File: config.mk
export PLATFORM = sky130hd
export DESIGN_NAME = coord_mem_scheduler
export DESIGN_NICKNAME = d
export VERILOG_FILES = /design/src/rtl/coord_mem_pkg.sv /design/src/rtl/rr_arbiter2.sv /design/src/rtl/coord_mem_scheduler.sv
export SDC_FILE = /design/constraint.sdc
export NUM_CORES = 1
export LEC_CHECK = 0
export CAP_MARGIN = 20
export CORE_MARGIN = 5
export CORE_UTILIZATION = 33
export CTS_CLUSTER_SIZE = 40
export DETAILED_ROUTE_END_ITERATION = 8
export PLACE_DENSITY_LB_ADDON = 0.12
export SETUP_SLACK_MARGIN = 0.2
export SKIP_LAST_GASP = 1
export SLEW_MARGIN = 5
export SYNTH_ARGS = -nofsm -noshare
export SYNTH_HDL_FRONTEND = slang
export SYNTH_SLANG_ARGS = --single-unit
File: constraint.sdc
create_clock -name clk -period 2.6 [get_ports clk]
set_input_delay 0.26 -clock clk [delete_from_list [all_inputs] [get_ports clk]]
set_output_delay 0.26 -clock clk [all_outputs]
set_load 0.02 [all_outputs]
File: src/rtl/coord_mem_pkg.sv
// -----------------------------------------------------------------------------
// coord_mem_pkg
// Shared definitions for the coordinate-memory scheduler and its helpers:
//   - default address/data widths and slot count of the X/Y coordinate memories
//   - phase_t  : accelerator phase (LOAD while collecting points, RUN while
//                the pathfinding engine and debug readback use them)
//   - reader_t : identity of a memory reader, also used as the response tag
// -----------------------------------------------------------------------------
package coord_mem_pkg;

    localparam int ADDR_W_DEF = 8;
    localparam int DATA_W_DEF = 8;
    localparam int DEPTH_DEF  = 256;

    typedef enum logic {
        LOAD = 1'b0,
        RUN  = 1'b1
    } phase_t;

    // Encoding doubles as the requester index in rr_arbiter2 (0 = engine).
    typedef enum logic {
        RD_ENG = 1'b0,
        RD_DBG = 1'b1
    } reader_t;

endpackage

File: src/rtl/rr_arbiter2.sv
// -----------------------------------------------------------------------------
// rr_arbiter2
// Two-requester round-robin arbiter with a registered last-grant pointer.
// A lone requester is always granted; on a tie the requester not granted most
// recently wins. The pointer resets to requester 1 (RD_DBG), so requester 0
// wins the first tie.
//
// Ports:
//   clk      in   clock, rising edge
//   reset    in   asynchronous, active-high
//   clear_i  in   synchronous pointer reset back to RD_DBG
//   en_i     in   arbitration enabled; grants are 0 when low
//   req_i    in   [1:0] requests, bit 0 = RD_ENG, bit 1 = RD_DBG
//   gnt_o    out  [1:0] one-hot grant, combinational from req_i and pointer
// -----------------------------------------------------------------------------
module rr_arbiter2
    import coord_mem_pkg::*;
(
    input  logic       clk,
    input  logic       reset,
    input  logic       clear_i,
    input  logic       en_i,
    input  logic [1:0] req_i,
    output logic [1:0] gnt_o
);

    reader_t last_q, last_d;

    // NOTE: every signal written in always_comb gets a default first, so no
    // path through the block leaves it unassigned and no latch is inferred.
    always_comb begin
        gnt_o = 2'b00;
        if (en_i) begin
            if (req_i[0] && req_i[1]) begin
                gnt_o = (last_q == RD_ENG) ? 2'b10 : 2'b01;
            end else begin
                gnt_o = req_i;
            end
        end

        last_d = last_q;
        if (clear_i) begin
            last_d = RD_DBG;
        end else if (gnt_o[0]) begin
            last_d = RD_ENG;
        end else if (gnt_o[1]) begin
            last_d = RD_DBG;
        end
    end

    // NOTE: state registers use non-blocking assignments so every flop samples
    // the pre-edge values, independent of statement order.
    always_ff @(posedge clk or posedge reset) begin
        if (reset) begin
            last_q <= RD_DBG;
        end else begin
            last_q <= last_d;
        end
    end

endmodule

File: src/rtl/coord_mem_scheduler.sv
// -----------------------------------------------------------------------------
// coord_mem_scheduler
// Shares the X/Y coordinate memories (common address, one write port, 1-cycle
// synchronous read) between the coordinate collector (writer), the
// pathfinding engine and the debug readback. Owns the LOAD/RUN phase and the
// loaded point count; issues at most one memory access per cycle.
//
// Ports:
//   clk, reset                      clock / asynchronous active-high reset
//   wr_valid, wr_x, wr_y, wr_ready  collector point handshake (LOAD only)
//   load_done                       LOAD -> RUN
//   restart                         RUN -> LOAD, clears point count
//   eng_req/addr/gnt                engine read request, comb. grant
//   dbg_req/addr/gnt                debug read request, comb. grant
//   eng_rvalid/rerr, dbg_rvalid/rerr  tagged response, one cycle after grant
//   rd_x, rd_y                      shared read data, 0 on error
//   mem_addr, mem_wren, mem_*_wdata memory control
//   mem_x_q, mem_y_q                memory read data
//   point_count, running, full      status
// -----------------------------------------------------------------------------
module coord_mem_scheduler
    import coord_mem_pkg::*;
#(
    parameter int ADDR_W = ADDR_W_DEF,
    parameter int DATA_W = DATA_W_DEF,
    parameter int DEPTH  = DEPTH_DEF
) (
    input  logic              clk,
    input  logic              reset,
    input  logic              wr_valid,
    input  logic [DATA_W-1:0] wr_x,
    input  logic [DATA_W-1:0] wr_y,
    output logic              wr_ready,
    input  logic              load_done,
    input  logic              restart,
    input  logic              eng_req,
    input  logic [ADDR_W-1:0] eng_addr,
    output logic              eng_gnt,
    output logic              eng_rvalid,
    output logic              eng_rerr,
    input  logic              dbg_req,
    input  logic [ADDR_W-1:0] dbg_addr,
    output logic              dbg_gnt,
    output logic              dbg_rvalid,
    output logic              dbg_rerr,
    output logic [DATA_W-1:0] rd_x,
    output logic [DATA_W-1:0] rd_y,
    output logic [ADDR_W-1:0] mem_addr,
    output logic              mem_wren,
    output logic [DATA_W-1:0] mem_x_wdata,
    output logic [DATA_W-1:0] mem_y_wdata,
    input  logic [DATA_W-1:0] mem_x_q,
    input  logic [DATA_W-1:0] mem_y_q,
    output logic [ADDR_W:0]   point_count,
    output logic              running,
    output logic              full
);

    localparam logic [ADDR_W:0] DEPTH_C = (ADDR_W + 1)'(DEPTH);
    localparam logic [ADDR_W:0] ONE_C   = (ADDR_W + 1)'(1);

    phase_t          phase_q, phase_d;
    logic [ADDR_W:0] count_q, count_d;
    logic            full_q, full_d;

    // Response stage: one in-flight read, tagged with its owner.
    logic            rvalid_q, rvalid_d;
    logic            rerr_q, rerr_d;
    reader_t         owner_q, owner_d;

    logic            in_run;
    logic            do_restart;
    logic [1:0]      gnt;
    logic [ADDR_W-1:0] rd_addr;

    assign in_run     = (phase_q == RUN);
    assign do_restart = in_run & restart;

    rr_arbiter2 u_arb (
        .clk     (clk),
        .reset   (reset),
        .clear_i (do_restart),
        .en_i    (in_run),
        .req_i   ({dbg_req, eng_req}),
        .gnt_o   (gnt)
    );

    assign eng_gnt  = gnt[0];
    assign dbg_gnt  = gnt[1];
    assign wr_ready = ~in_run & wr_valid & ~full_q;
    assign rd_addr  = gnt[1] ? dbg_addr : eng_addr;

    // Memory port mux: collector write in LOAD, granted reader in RUN.
    always_comb begin
        mem_addr    = '0;
        mem_wren    = 1'b0;
        mem_x_wdata = '0;
        mem_y_wdata = '0;
        if (wr_ready) begin
            mem_addr    = count_q[ADDR_W-1:0];
            mem_wren    = 1'b1;
            mem_x_wdata = wr_x;
            mem_y_wdata = wr_y;
        end else if (|gnt) begin
            mem_addr    = rd_addr;
        end
    end

    // Phase FSM and point counter. A write offered with load_done is still
    // counted before the phase flips.
    always_comb begin
        phase_d = phase_q;
        count_d = count_q;
        if (!in_run) begin
            if (wr_ready) begin
                count_d = count_q + ONE_C;
            end
            if (load_done) begin
                phase_d = RUN;
            end
        end else if (restart) begin
            phase_d = LOAD;
            count_d = '0;
        end
        full_d = (count_d == DEPTH_C);
    end

    // The bound check uses the count before any restart clears it, so a read
    // granted in the restart cycle is judged against the load it belongs to.
    always_comb begin
        rvalid_d = |gnt;
        owner_d  = gnt[1] ? RD_DBG : RD_ENG;
        rerr_d   = (|gnt) && ({1'b0, rd_addr} >= count_q);
    end

    always_ff @(posedge clk or posedge reset) begin
        if (reset) begin
            phase_q  <= LOAD;
            count_q  <= '0;
            full_q   <= 1'b0;
            rvalid_q <= 1'b0;
            rerr_q   <= 1'b0;
            owner_q  <= RD_ENG;
        end else begin
            phase_q  <= phase_d;
            count_q  <= count_d;
            full_q   <= full_d;
            rvalid_q <= rvalid_d;
            rerr_q   <= rerr_d;
            owner_q  <= owner_d;
        end
    end

    assign eng_rvalid  = rvalid_q & (owner_q == RD_ENG);
    assign dbg_rvalid  = rvalid_q & (owner_q == RD_DBG);
    assign eng_rerr    = eng_rvalid & rerr_q;
    assign dbg_rerr    = dbg_rvalid & rerr_q;
    // Gated by rvalid too, so the shared data bus idles at 0.
    assign rd_x        = (rvalid_q & ~rerr_q) ? mem_x_q : '0;
    assign rd_y        = (rvalid_q & ~rerr_q) ? mem_y_q : '0;
    assign point_count = count_q;
    assign running     = in_run;
    assign full        = full_q;

endmodule
# == Word-level counts from Yosys, hierarchy flattened ==
# Index checks and enable logic that the tools add are counted.
# W data, S select, Z words.
# word_totals
elab_cells,47
ff_bits,15
in_bits,55
# op_classes
bitwise_logic,12
reduce_logical,4
n_mux,21
magnitude_cmp,1
n_addsub,1
eq_ne,1
# ops
operator,count
$mux W8,7
$mux W9,3
$add A9 B1 Y9 const B,1
$eq A9 B9 Y1 const B,1
$ge A8 B9 Y1,1
$and A1 B1 Y1,8
$mux W1,8
$mux W2,3
$not A1 Y1,4
$reduce_bool A3 Y1,1
$logic_and A1 B1 Y1,2
$reduce_or A2 Y1,1

# == Logic depth before layout (Yosys ltp) ==
# Gate-level depths: netlist of the first run.
# depth
depth_word,6
depth_mapped,10
mapped_depth_nobuf,9

# == Hierarchy ==
# Synthesis of the first run repeated with hierarchy kept, for this count alone.
# unflattened
hier_cells,175
area_unflattened_um2,1430.1
# modules_own_cells
mod,n_inst,area_per_inst_um2,seq_area_each_um2,cells_each
coord_mem_scheduler,1,1361.3,350.3,166
rr_arbiter2,1,68.8,26.3,9

# == Least setup slack after synthesis of the first run ==
# OpenSTA, ideal clock, no wires.
# synth_timing
path_type,register to register
from,"register phase_q, in the netlist running"
to,register rerr_q
stages_incl_launch_ff,10
t_arrival_ps,2354
setup_time_ps,119
slack_ps,127
required_ps,2481
n_path_buf,1
path_cell_list,dfrtp_1 buf_6 nand2_1 a21oi_2 mux2_2 ha_1 a21o_1 a211oi_1 o21ai_0 and2_1
# synth_between
elab_chain_cells,4
# synth_rtl
element,line_no,source
from (decl),coord_mem_scheduler.sv:62,"phase_t phase_q, phase_d;"
from (signal assigned),coord_mem_scheduler.sv:145,phase_q <= phase_d;
$mux W2 (*),rr_arbiter2.sv:33,if (en_i) begin
via dbg_gnt,coord_mem_scheduler.sv:43,"output logic dbg_gnt,"
$mux W8,coord_mem_scheduler.sv:91,assign rd_addr = gnt[1] ? dbg_addr : eng_addr;
$ge A8 B9 Y1,coord_mem_scheduler.sv:133,"rerr_d = (|gnt) && ({1'b0, rd_addr} >= count_q);"
$logic_and A1 B1 Y1 (*),coord_mem_scheduler.sv:133,
via rerr_d,coord_mem_scheduler.sv:68,"logic rerr_q, rerr_d;"
to (signal assigned),coord_mem_scheduler.sv:149,rerr_q <= rerr_d;
to (decl),coord_mem_scheduler.sv:68,
# Mark *: on every way through the listed nets, which the timed path passes. The rest lies on a longest branch.
# A chain may end at the register's enable or synchronous reset.

# == Final worst setup path of the first run ==
# layout_timing
from,input port dbg_req
to,register rerr_q
# layout_between
elab_chain_cells,6
# layout_rtl
element,line_no,source
from (decl),coord_mem_scheduler.sv:41,"input logic dbg_req,"
$logic_and A1 B1 Y1,rr_arbiter2.sv:34,if (req_i[0] && req_i[1]) begin
$mux W2 (*),rr_arbiter2.sv:34,
$mux W2 (*),rr_arbiter2.sv:33,
$mux W8,coord_mem_scheduler.sv:91,
$ge A8 B9 Y1,coord_mem_scheduler.sv:133,
$logic_and A1 B1 Y1 (*),coord_mem_scheduler.sv:133,
via rerr_d,coord_mem_scheduler.sv:68,
# Marked as above.

==> results of run 1 <==
[cells by family (layout without fill, tap and decap cells)]
| family | count (synthesis) | count (layout) | synth area share |
|---|---|---|---|
| and+or+nand+nor | 78 | 78 | 0.330 |
| AOI/OAI and AO/OA | 36 | 36 | 0.160 |
| buffers and inverters | 20 | 140 | 0.0676 |
| DFF | 15 | 15 | 0.271 |
| adders and majority gates | 9 | 9 | 0.0812 |
| muxes | 9 | 9 | 0.0712 |
| xor gates and xnor gates | 3 | 3 | 0.0189 |
[worst max-delay path by stage]
stage                 start          end  slack, ns  cells past startpoint
global route        dbg_req       rerr_q       0.19                     11
CTS                 running  mem_addr[0]       0.25                      5
detailed placement  dbg_req       rerr_q       0.06                      9
finish              dbg_req       rerr_q       0.31                      9
global placement    dbg_req       rerr_q       0.12                     11
floorplan           running       rerr_q       0.26                      9
[critical path: cells and delay by family]
family	cells	cell delay, ns
AOI/OAI and AO/OA	3	0.66
buffers and inverters	2	0.65
muxes	1	0.34
and+or+nand+nor	2	0.27
adders and majority gates	1	0.27
[placed cells by master, fill, tap and decap left out, drive strengths merged, types with 3 or more instances in the layout]
master / n
dfrtp: 14
mux2: 7
nor4: 4
a21oi: 3
xnor2: 3
clkdlybuf4s50: 91
nand2: 20
ha: 9
clkbuf: 4
inv: 12
and2: 35
nor2b: 3
o21ai: 19
o22ai: 3
dlygate4sd2: 21
buf: 10
[routing by layer]
metal | vias up | wire length (um) | global-route usage
met5 | - | 0 | 0
met4 | 0 | 27 | 0.0375
met3 | 4 | 671 | 0.0774
met2 | 95 | 2270 | 0.298
met1 | 757 | 1980 | 0.194
li1 | 831 | - | -
[layout make-up]
type	instances	share of cell area
Clock buffer	4	0.0168
Timing Repair Buffer	123	0.450
Inverter	13	0.0182
Multi-Input combinational cell	135	0.351
Tap cell	50	0.0233
Sequential cell	15	0.141
[sequential cells by signal (all words and copies together) (netlist names)]
| signal | cells |
|---|---|
| full | 1 |
| owner_q | 1 |
| point_count | 9 |
| rerr_q | 1 |
| running | 1 |
| rvalid_q | 1 |
| u_arb.last_q | 1 |
[through the flow]
step	util	area [sq um]	power [W]	setup WS, ns	hold slack, ns
after floorplan	-	1400	0.000692	0.263	0.161
after global routing	0.666	2680	0.00130	0.190	0.436
after global placement	0.656	2640	0.00104	0.119	0.520
final	0.666	2680	0.00122	0.314	0.370
after detailed placement	0.656	2640	0.00105	0.0574	0.528
after CTS	0.661	2660	0.00122	0.248	0.392
[repair_timing]
| item | 4_1_cts | 5_1_grt |
|---|---|---|
| endpoints found under the setup margin | 22 | 2 |
| pin swaps | 0 | 0 |
| resized for setup | 23 | 4 |
[power by group]
group	leakage, nW	switching, W	internal, W
combinational	0.957	0.000335	0.000362
clock	0.0228	0.0000812	0.000109
sequential	0.198	0.0000597	0.000276
==> flow_summary.json, run 1 <==
{
  "yosysWarningCount": 0,
  "synthesis.nets": 234,
  "hold_path.class": "in2async",
  "crit_type": "in2reg",
  "synth_top_area_share": 0.252,
  "dieArea_sq_um": 5600,
  "hpwl_um": 4340,
  "synth_edf_count": 0,
  "fin_crit_ns": 2.29,
  "post_drt_wl_per_cell_um": 14.5,
  "clockRootBuffer": "clkbuf_8",
  "powerDensity_nw_per_um2": 456,
  "fp.dieW_um": 74.8,
  "seqCellArea_sq_um": 378,
  "synth_area_leaders": "dfrtp_1, and2_1, ha_1",
  "seq_area_frac_synth": 0.271,
  "via_per_inst": 4.96,
  "n_fill_cell": 362,
  "synthToLayoutAreaGrowth_pct": 93.4,
  "globalplace.congestion": 0.816,
  "crit_arrival_ns": 2.47,
  "ys_seq_elements": 15,
  "globalRouteTotalUtil": 0.172,
  "crit_fanout": 8,
  "clock_sinks": 15,
  "worstReg2RegEnd": "rerr_q",
  "fin_crit_sh": 0.879,
  "leakage_nw": 1.18,
  "core_sq_um": 4030,
  "antenna_found_initial": 0,
  "grt_pass1_wl_um": 7450,
  "clockBufferDepth": 2,
  "final_cells": 340,
  "initial_utilization": 0.344,
  "synth_flop_cell": "dfrtp_1",
  "r2r_cells": 8,
  "fmax_mhz": 437,
  "dr_total_vias": 1687,
  "tns_ns": 0,
  "cp.required_ns": 2.78,
  "reg2reg_slack_ns": 0.38,
  "vdd_drop_max_mv": 0.374,
  "crit_path_cell_trace": "clkdlybuf4s50_1, nand2_1, a21oi_4, buf_12, mux2_2, ha_1, o21ai_0, a2111oi_0, and2_1",
  "firstDrtPassIters": 4,
  "slowest_delay_ns": 0.50,
  "status": "finished, final reports clean",
  "io_buffers": 113,
  "async_reset_ff_frac": 1.00,
  "max_slew.worst_pin.slew_ns": 0.581,
  "diodes": 0,
  "die_y_um": 74.8,
  "yosysMostFrequentCell": "and2_1",
  "finalClockSkew_ns": 0.00484,
  "clock_latency_ns": 0.25,
  "end_kind": "register",
  "slowest_stage": "clkdlybuf4s50_1",
  "drt_wl_total_um": 4950,
  "syn-cell-area_sq_um": 1390,
  "yosysTopAreaCell": "dfrtp_1",
  "rsz0062_at_grt": "yes",
  "avgSynthCellArea_sq_um": 8.16,
  "dp_cells": 336,
  "cts_buffers": 3,
  "slew_headroom": 0.612,
  "clk_pin_slew_worst_paths_ns": 0.06,
  "post_cts_buffers": 0,
  "grt_max_degree": 17,
  "num_io_pins": 114,
  "cts_hold_buf": 0,
  "syn_inst": 170,
  "setup_viol": 0,
  "cts_max_level": 1,
  "grt_pass1_vias": 1668,
  "synth_commonest_cells": "and2_1, nand2_1, o21ai_0",
  "grt_overflow": 0,
  "cts_tree": "built",
  "post-route-drc-count": 0,
  "final_nets": 355,
  "postRouteAntennaNets": 0,
  "drive_above_1_share": 0.0966,
  "finalHoldViolations": 0,
  "drtIter0Drc": 67,
  "reg2reg_from": "running",
  "rows": 23,
  "synth_cell_types": 41,
  "slew_viol_final": 0,
  "cap_violations": 0,
  "multi_input_area_sq_um": 942,
  "start_kind": "primary input"
}
(Power assumes the default switching activity.)
==> run 2, diff against run 1 <==
REMOVE_ABC_BUFFERS = 1   (was not set)
==> flow_summary.json, run 2 (synthesis results as in run 1) <==
{
  "hold_path.class": "in2async",
  "firstDrtPassIters": 4,
  "grt-busiest-layer": "met2",
  "crit_end": "full",
  "setup_slack_ns": 0.395,
  "clkPwrFrac": 0.168,
  "cap_violations": 0,
  "vdd_drop_max_mv": 0.520,
  "rsz0062_at_grt": "no",
  "reg2reg_slack_ns": 0.39,
  "clockRootBuffer": "clkbuf_8",
  "cts_tree": "built",
  "r2r_cells": 6,
  "hpwl_um": 4200,
  "clk_pin_slew_worst_paths_ns": 0.07,
  "postRouteAntennaNets": 0,
  "post_drt_wl_per_cell_um": 14.4,
  "switching_share": 0.395,
  "worstReg2RegEnd": "full",
  "die_y_um": 74.8,
  "final_area_sq_um": 2660,
  "slew_viol_final": 0,
  "grt_pass1_wl_um": 7340,
  "drtIter0Drc": 64,
  "slowest_delay_ns": 0.45,
  "synthToLayoutAreaGrowth_pct": 91.5,
  "num_io_pins": 114,
  "grt_max_degree": 20,
  "seqCellArea_sq_um": 378,
  "via_per_inst": 4.71,
  "io_buffers": 113,
  "globalplace.congestion": 0.825,
  "fmax_mhz": 453,
  "grt_use_met2": 0.259,
  "finalClockSkew_ns": 0.00632,
  "leakage_nw": 1.21,
  "use_met1": 0.238,
  "multi_input_area_sq_um": 922,
  "crit_path_frequent_cell": "or3b_1",
  "antenna_found_initial": 0,
  "core_sq_um": 4030,
  "crit_type": "reg2reg",
  "combPwrFrac": 0.561,
  "reg2reg_from": "running",
  "post-route-drc-count": 0,
  "cts_buffers": 3,
  "dieArea_sq_um": 5600,
  "dr_total_vias": 1601,
  "initial_utilization": 0.344,
  "dpl-instance-area_sq_um": 2610,
  "cell_internal_pwr_w": 0.000734,
  "seqPwrFrac": 0.271,
  "final_nets": 355,
  "powerDensity_nw_per_um2": 457,
  "layout_commonest_cell": "clkdlybuf4s50_1",
  "globalRouteTotalUtil": 0.168,
  "setup_viol": 0,
  "drt_wl_total_um": 4910,
  "rows": 23,
  "n_fill_cell": 369,
  "cp.required_ns": 2.75,
  "largest_reg_flops": 9,
  "clockBufferDepth": 2,
  "slew_headroom": 0.610,
  "fin_crit_sh": 0.848,
  "clock_sinks": 15,
  "finalHoldViolations": 0,
  "pre_cts_ws_ns": 0.0381,
  "switchingPower_w": 0.000480,
  "drive_above_1_share": 0.0966,
  "crit_fanout": 7,
  "end_kind": "register",
  "crit_path_cell_trace": "or3b_1, buf_4, o21a_1, o21ai_0, or3b_1, nor4_2",
  "start_kind": "register",
  "grt_pass1_vias": 1497,
  "diodes": 0,
  "max_slew.worst_pin.slew_ns": 0.584,
  "timing.critical_path.from": "running",
  "fin_crit_ns": 2.21,
  "status": "finished, final reports clean",
  "clock_latency_ns": 0.26,
  "mostFrequentLayoutCells": "clkdlybuf4s50_1, and2_1, dlygate4sd2_1, nand2_1, o21ai_0",
  "hold_ws_ns": 0.357,
  "use_met3": 0.0441,
  "cts_max_level": 1,
  "slowest_stage": "or3b_1",
  "grt_overflow": 0,
  "fp.dieW_um": 74.8,
  "crit_arrival_ns": 2.36
}
[run 2: what timing repair did]
item	in CTS	in global routing
resized for setup	26	6
hold buffers	0	0
setup buffers	0	2
setup endpoints to repair	26	5
[run 2: worst min-delay path by stage]
stage	from	end	slack (ns)	cells after the start
2_1_floorplan	reset	full	0.16	1
3_3_place_gp	u_arb.last_q	u_arb.last_q	0.52	2
3_5_place_dp	u_arb.last_q	u_arb.last_q	0.53	2
4_1_cts	reset	point_count[5]	0.38	2
5_1_grt	reset	point_count[5]	0.43	2
6_report	reset	point_count[5]	0.36	2
[run 2: power groups by stage]
stage | combinational [W] | clock, W | sequential [W]
6_report | 0.000681 | 0.000204 | 0.000329
5_1_grt | 0.000744 | 0.000214 | 0.000337
4_1_cts | 0.000674 | 0.000205 | 0.000333
3_5_place_dp | 0.000695 | 0 | 0.000337
3_3_place_gp | 0.000688 | 0 | 0.000339
2_1_floorplan | 0.000319 | 0 | 0.000352
[run 2: routing by layer]
metal	part of all wire	routed length, um
met5	0	0
met4	0.0065	32
met3	0.11	550
met2	0.46	2240
met1	0.42	2080
[run 2: through the flow]
step,total power (W),cells,TNS (ns),util
2_1_floorplan,0.000671,163,-0.00976,-
3_3_place_gp,0.00103,334,0,0.648
3_5_place_dp,0.00103,334,0,0.648
4_1_cts,0.00121,338,0,0.653
5_1_grt,0.00130,340,0,0.660
6_report,0.00121,340,0,0.660
[run 2: critical path: cells and delay by family (launching register included)]
| family | cells | cell delay (ns) |
|---|---|---|
| compound gates | 2 | 0.32 |
| buf+inv | 1 | 0.19 |
| simple gates | 3 | 1.13 |
| flops | 1 | 0.44 |
[run 2: cell type report]
type | instances | share of cell area
Clock buffer | 3 | 0.0155
Tap cell | 50 | 0.0235
Sequential cell | 15 | 0.142
Clock inverter | 1 | 0.00282
Multi-Input combinational cell | 135 | 0.347
Timing Repair Buffer | 123 | 0.450
Inverter | 13 | 0.0188
